[src/rtl/mem_if_pkg.sv]
// rtl/mem_if_pkg.sv - shared constants and state type for the memory request path
//
// Purpose: default bus widths, the initiator state encoding and the segment
// base addresses that the initiator and the memory controller agree on.
// Ports: none (package).

package mem_if_pkg;

    localparam int DEF_ADDR_W = 10;
    localparam int DEF_DATA_W = 32;

    typedef enum logic [2:0] {
        IDLE  = 3'd0,
        WRITE = 3'd1,
        READ  = 3'd2,
        WAIT  = 3'd3,
        RESP  = 3'd4
    } init_state_t;

    // Segment bases, decoded only by the memory controller.
    localparam logic [DEF_ADDR_W-1:0] SEG_ROM_BASE = 10'h000;
    localparam logic [DEF_ADDR_W-1:0] SEG_RAM_BASE = 10'h100;
    localparam logic [DEF_ADDR_W-1:0] SEG_IO_BASE  = 10'h300;

endpackage

[src/rtl/mem_req_initiator.sv]
// rtl/mem_req_initiator.sv - single-outstanding load/store front end for the memory controller
//
// Purpose: accepts one core request at a time, issues a one-cycle write or
// read strobe to the controller, waits RD_LATENCY cycles for read data and
// returns it over a valid/ready response channel.
// Ports:
//   clk, rst                      clock, synchronous active-high reset
//   req_valid/req_ready           request handshake (req_ready combinational)
//   req_we, req_addr, req_wdata   request payload
//   rsp_valid/rsp_ready           read response handshake
//   rsp_rdata                     read data, held while rsp_valid
//   mem_addr, mem_wdata           registered address/data to the controller
//   mem_wr_en, mem_rd_en          one-cycle strobes
//   mem_rdata                     read data from the controller
//   busy                          high whenever the FSM is not IDLE

module mem_req_initiator
    import mem_if_pkg::*;
#(
    parameter int ADDR_W     = DEF_ADDR_W,
    parameter int DATA_W     = DEF_DATA_W,
    parameter int RD_LATENCY = 1
) (
    input  logic              clk,
    input  logic              rst,
    input  logic              req_valid,
    output logic              req_ready,
    input  logic              req_we,
    input  logic [ADDR_W-1:0] req_addr,
    input  logic [DATA_W-1:0] req_wdata,
    output logic              rsp_valid,
    input  logic              rsp_ready,
    output logic [DATA_W-1:0] rsp_rdata,
    output logic [ADDR_W-1:0] mem_addr,
    output logic [DATA_W-1:0] mem_wdata,
    output logic              mem_wr_en,
    output logic              mem_rd_en,
    input  logic [DATA_W-1:0] mem_rdata,
    output logic              busy
);

    generate
        if (RD_LATENCY < 1 || RD_LATENCY > 15) begin : g_bad_latency
            $error("mem_req_initiator: RD_LATENCY must be in 1..15");
        end
    endgenerate

    localparam logic [3:0] LAT_INIT = 4'(RD_LATENCY);

    init_state_t state;
    init_state_t state_next;
    logic [3:0]  lat_cnt;
    logic        req_fire;

    assign req_ready = (state == IDLE) && !rst;
    assign req_fire  = req_valid && req_ready;

    always_comb begin
        state_next = state;
        case (state)
            IDLE:    if (req_fire) state_next = req_we ? WRITE : READ;
            WRITE:   state_next = IDLE;
            READ:    state_next = WAIT;
            WAIT:    if (lat_cnt == 4'd1) state_next = RESP;
            RESP:    if (rsp_ready) state_next = IDLE;
            default: state_next = IDLE;
        endcase
    end

    always_ff @(posedge clk) begin
        if (rst) begin
            state     <= IDLE;
            mem_addr  <= '0;
            mem_wdata <= '0;
            mem_wr_en <= 1'b0;
            mem_rd_en <= 1'b0;
            rsp_valid <= 1'b0;
            rsp_rdata <= '0;
            lat_cnt   <= '0;
            busy      <= 1'b0;
        end else begin
            state <= state_next;
            // Strobes and status are registered from the next state so each
            // one lines up exactly with the cycle spent in that state.
            mem_wr_en <= (state_next == WRITE);
            mem_rd_en <= (state_next == READ);
            rsp_valid <= (state_next == RESP);
            busy      <= (state_next != IDLE);

            if (req_fire) begin
                mem_addr <= req_addr;
                if (req_we) begin
                    mem_wdata <= req_wdata;
                end
            end

            if (state == READ) begin
                lat_cnt <= LAT_INIT;
            end else if (state == WAIT) begin
                lat_cnt <= lat_cnt - 4'd1;
                // Last wait cycle is the RD_LATENCY-th cycle after the strobe.
                if (lat_cnt == 4'd1) begin
                    rsp_rdata <= mem_rdata;
                end
            end
        end
    end

endmodule

[config.mk]
export PLATFORM = sky130hd
export DESIGN_NAME = mem_req_initiator
export DESIGN_NICKNAME = d
export VERILOG_FILES = /design/src/rtl/mem_if_pkg.sv /design/src/rtl/mem_req_initiator.sv
export SDC_FILE = /design/constraint.sdc
export NUM_CORES = 1
export LEC_CHECK = 0
export ABC_AREA = 1
export BUFFER_PORTS_ARGS = -buffer_cell sky130_fd_sc_hd__buf_2
export CAP_MARGIN = 20
export CORE_MARGIN = 2
export CORE_UTILIZATION = 30
export DETAILED_ROUTE_END_ITERATION = 10
export PLACE_DENSITY = 0.59
export SLEW_MARGIN = 5
export SYNTH_ARGS = -nofsm -noshare
export SYNTH_HDL_FRONTEND = slang
export SYNTH_SLANG_ARGS = --single-unit
[constraint.sdc]
create_clock -name clk -period 1.5 [get_ports clk]
set_clock_uncertainty 0.2 [all_clocks]
set_input_delay 0.3 -clock clk [delete_from_list [all_inputs] [get_ports clk]]
set_output_delay 0.3 -clock clk [all_outputs]
set_load 0.02 [all_outputs]
## Word-level counts from Yosys, hierarchy flattened

Cells that the tools add are included.

| storage, ports and cells | value |
|---|---|
| register bits after elaboration | 85 |
| latch bits | 0 |
| memory bits (writable) | 0 |
| ROM bits | 0 |
| input bits | 79 |
| word-level logic and storage cells | 35 |
| memories kept | 0 |

| operators by class | value |
|---|---|
| $add $sub $neg | 1 |
| multipliers | 0 |
| divide/modulo/power cells | 0 |
| $lt $le $gt $ge | 0 |
| eq/ne operators | 7 |
| shift-type cells | 0 |
| multiplexer cells | 7 |
| bitwise gates (word level) | 1 |
| reductions and logical operators | 9 |

Operator list:

| operator | number |
|---|---|
| $pmux 3 s4 | 1 |
| $eq 3x2->1 const B | 3 |
| $mux 3 | 3 |
| $eq 3x3->1 const B | 2 |
| $eq 4x1->1 const B | 1 |
| $sub 4x1->4 const B | 1 |
| $eq 3x1->1 const B | 1 |
| $logic_not 3->1 | 1 |
| $reduce_and 3->1 | 1 |
| $reduce_bool 3->1 | 1 |
| $logic_and 1x1->1 | 2 |
| $mux 1 | 2 |
| $mux 2 | 1 |
| $reduce_and 2->1 | 1 |
| $reduce_bool 2->1 | 1 |
| $reduce_or 2->1 | 1 |
| $logic_not 1->1 | 1 |
| $not 1->1 | 1 |

## Logic depth before layout (Yosys ltp)

| depth | value |
|---|---|
| word-level depth | 6 |
| mapped depth | 8 |
| gate-level depth less buffers | 8 |

## Worst setup path before layout

No wires, ideal clock.

| path | value |
|---|---|
| path type | register to register |
| start | register lat_cnt[1] |
| end | register rsp_rdata[0] |
| library setup time | 0.113 ns |
| data arrival time | 1.122 ns |
| setup slack | 0.064 ns |
| stages on the path, launching flop included | 9 |
| buffers on the path | 1 |
| path through | dfxtp_1 -> inv_1 -> ha_1 -> nand3_1 -> nor2_4 -> inv_2 -> buf_6 -> nor2_1 -> nor2_1 |

| between the ends | value |
|---|---|
| longest elaborated chain between the ends | 2 |

RTL lines:

| element | RTL line | text |
|---|---|---|
| from (decl) | mem_req_initiator.sv:52 | `logic [3:0] lat_cnt;` |
| from (signal assigned) | mem_req_initiator.sv:100 | `lat_cnt <= lat_cnt - 4'd1;` |
| $eq 4x1->1 | mem_req_initiator.sv:102 | `if (lat_cnt == 4'd1) begin` |
| $reduce_and 3->1 (no source line) | - |  |
| to (signal assigned) | mem_req_initiator.sv:103 | `rsp_rdata <= mem_rdata;` |
| to (decl) | mem_req_initiator.sv:33 | `output logic [DATA_W-1:0] rsp_rdata,` |

No other way between the ends.
A chain may end at the register's enable or synchronous reset.

## Worst setup path in the final report

| path | value |
|---|---|
| start | register state[1] |
| end | output port req_ready |

| between the ends | value |
|---|---|
| longest elaborated chain between the ends | 2 |

RTL lines:

| element | RTL line | text |
|---|---|---|
| from (decl) | mem_req_initiator.sv:50 | `init_state_t state;` |
| from (signal assigned) | mem_req_initiator.sv:82 | `state <= state_next;` |
| $logic_not 3->1 | mem_req_initiator.sv:55 | `assign req_ready = (state == IDLE) && !rst;` |
| $logic_and 1x1->1 | mem_req_initiator.sv:55 |  |
| to (decl) | mem_req_initiator.sv:27 | `output logic req_ready,` |

No other way between the ends.

==> impl_metrics.env <==
export IMPL_ys_flop_type="dfxtp_1"
export IMPL_yosys_warnings=0
export IMPL_r2r_slack_ns=-0.12
export IMPL_clk_latency_ns=0.35
export IMPL_hold_slack_ns=-0.00667
export IMPL_worstSetupEndpointType="output pin"
export IMPL_dieArea_um2=11000
export IMPL_worst_slew_pin_slew_ns=0.482
export IMPL_netlist_area_um2=3040
export IMPL_grt_pass1_vias=3240
export IMPL_maxSlewHeadroom_pct=67.9
export IMPL_syn_avg_cell_area_um2=7.94
export IMPL_multi_input_comb_area_um2=1390
export IMPL_gp_congestion=0.788
export IMPL_syn_num_nets=464
export IMPL_synthCells=383
export IMPL_core_area_um2=9820
export IMPL_layout_commonest_cell="buf_2"
export IMPL_vias_per_cell=4.41
export IMPL_nets=715
export IMPL_layout_common_cells="156 x buf_2, 93 x nor2_1, 82 x dfxtp_1, 68 x dlygate4sd3_1, 39 x o21ai_1"
export IMPL_crit_family="flip-flops"
export IMPL_htreeDepth=3
export IMPL_dpl_hpwl_um=5730
export IMPL_use_met3_pct=4.80
export IMPL_num_rows=36
export IMPL_critPathArrivalTime_ns=1.17
export IMPL_nFillCells=899
export IMPL_async_flop_share_pct=0
export IMPL_setup_slack_ns=-0.170
export IMPL_dr_pass1_iters=4
export IMPL_grt_use_total_pct=16.9
export IMPL_grt_pass1_wl_um=15100
export IMPL_drcViolationCount=0
export IMPL_ant_nets=0
export IMPL_ys_ff_latch=85
export IMPL_hold_viol=2
export IMPL_swShare_pct=29.1
export IMPL_hold_path_class="input pin to flop"
export IMPL_boundaryPins=158
export IMPL_comb_power_share_pct=23.2
export IMPL_avgRoutedWirePerCell_um=13.4
export IMPL_seqCellArea_um2=1710
export IMPL_crit_required_ns=1.00
export IMPL_syn2layout_area_growth_pct=80.4
export IMPL_peakVddDrop_uv=729
export IMPL_clock_tree_root_cell="clkbuf_8"
export IMPL_grt_antenna_before_repair=0
export IMPL_ys_types=24
export IMPL_status="complete, but fails checks"
export IMPL_fmax_mhz=599
export IMPL_antenna_cells=0
export IMPL_finalPower_mw=5.41
export IMPL_drt_total_wl_um=10300
export IMPL_cts_buffer_depth=2
export IMPL_worstPathBufferInverterCount=2
export IMPL_finalSetupViolCount=53
export IMPL_drive_above_1_share_pct=45.1
export IMPL_cts_sinks=85
export IMPL_numPlacedInstances=673
export IMPL_final_instance_count_excl_fill=772
export IMPL_power_switching_mw=1.57
export IMPL_fin_crit_ns=1.67
export IMPL_path_max_fanout=2
export IMPL_criticalPathCategory="flop to output pin"
export IMPL_use_met2_pct=29.8
export IMPL_p_leak_nw=2.70
export IMPL_io_buffer_count=157
export IMPL_initial_core_util_pct=31.0
export IMPL_gr_usage_met1_pct=19.2
export IMPL_drv_slew=0
export IMPL_grt_max_degree=38
export IMPL_seqPwrFrac_pct=45.8
export IMPL_busiest_layer="met2"
export IMPL_grt_overflow_total=0
export IMPL_path_clk_slew_ns=0.08
export IMPL_num_vias=3403
export IMPL_violations="negative hold slack, negative setup slack"
export IMPL_cp_slowest_cell="dfxtp_2"
export IMPL_cap_violations=0
export IMPL_clockPowerShare_pct=31.1
export IMPL_cts_tree="done"
export IMPL_fin_crit_sh_pct=111
export IMPL_die_x_um=105
export IMPL_dieHeight_um=105
export IMPL_rsz0062_at_grt="yes"
export IMPL_p_int_mw=3.84
export IMPL_cts_buffers=9
export IMPL_synth_edf_count=0
export IMPL_setup_tns_ns=-3.08
export IMPL_crit_path_cell_trace="nor2_4 -> buf_6 -> nand2_4 -> nor2_4 -> buf_6"
export IMPL_dr_first_iter_drc_count=170
export IMPL_cpPeakStageDelay_ns=0.34
export IMPL_setup_worst_path_start_class="flop"
export IMPL_seq_area_frac_synth_pct=55.9
export IMPL_p_per_area_nw_per_um2=986
timing repair:
action / in CTS / in global routing
pin swaps: 4 / 22
endpoints found under the setup margin: 40 / 69
resized for setup: 38 / 85
gates cloned: 2 / 6
hold endpoints to repair: 65 / 3
hold buffers: 65 / 3
setup buffers: 2 / 5
through the flow:
stage / util, % / worst slack, ns / hold slack, ns / instance area, um2
2_1_floorplan: - / 0.0645 / 0.169 / 3040
3_5_place_dp: 41.7 / -0.0428 / 0.256 / 4090
6_report: 55.9 / -0.170 / -0.00667 / 5490
5_1_grt: 55.9 / -0.228 / 0.00150 / 5490
4_1_cts: 52.2 / -0.226 / 0.000199 / 5130
3_3_place_gp: 41.7 / -0.0244 / 0.248 / 4090
worst register-to-register path, stage by stage (launching register included):
cell	delay (ns)
dfxtp_2	0.36
buf_4	0.11
buf_6	0.08
inv_2	0.04
nor2_4	0.08
nand2_2	0.08
nor2_4	0.14
inv_4	0.09
buf_12	0.17
nor2_2	0.10
nor2_1	0.05
sequential cells by signal (all words and copies together) (netlist names), 3 cells and up:
register	count
lat_cnt	4
mem_addr	10
mem_wdata	32
rsp_rdata	32
state	3
worst paths after layout:
kind                       from            end  cells after the start
setup reg to reg       state[1]  rsp_rdata[22]                     10
hold / removal    req_wdata[17]  mem_wdata[17]                      3
setup / recovery       state[1]      req_ready                      5
hold reg to reg     mem_addr[8]    mem_addr[8]                      2
routing by layer:
layer  vias to the layer above  wire (um)
met5                         -          0
met4                         0        251
met3                        24        578
met2                       114       5310
met1                      1541       4170
li1                       1724          -
area by class of cell:
class	instances	area share, %
timing repair buffer	261	35.5
tap	133	3.03
inverter	15	1.30
sequential	85	31.1
clock buffer	10	2.51
multi-input combinational	262	25.3
clock inverter	6	1.28
logic make-up (layout without fill, tap and decap cells):
group	count (synthesis)	count (layout)	share of synthesized area, %
compound gates	72	72	12.0
flops	85	85	55.9
fa+ha+maj	2	2	0.822
simple gates	187	188	24.7
buf+inv	37	292	6.58
power by group through the flow:
stage	Combinational, mW	Sequential [mW]	Clock (mW)
after global placement	0.867	2.51	0
final	1.25	2.48	1.68
after CTS	1.07	2.46	1.73
after global routing	1.35	2.49	1.82
after detailed placement	0.874	2.51	0
after floorplan	0.336	2.66	0
Yosys cell counts (3+ instances only):
cell type  instances  area, um2
nor2_1           133        499
dfxtp_1           85       1700
o21ai_0           36        180
nand2_1           32        120
o21ai_1           30        150
nand3_1           14       70.1
inv_1             10       37.5
clkbuf_1           8       30.0
buf_6              5       56.3
a21oi_1            4       20.0
buf_4              4       30.0
inv_2              4       15.0
clkbuf_2           3       15.0
(Power assumes the default switching activity.)
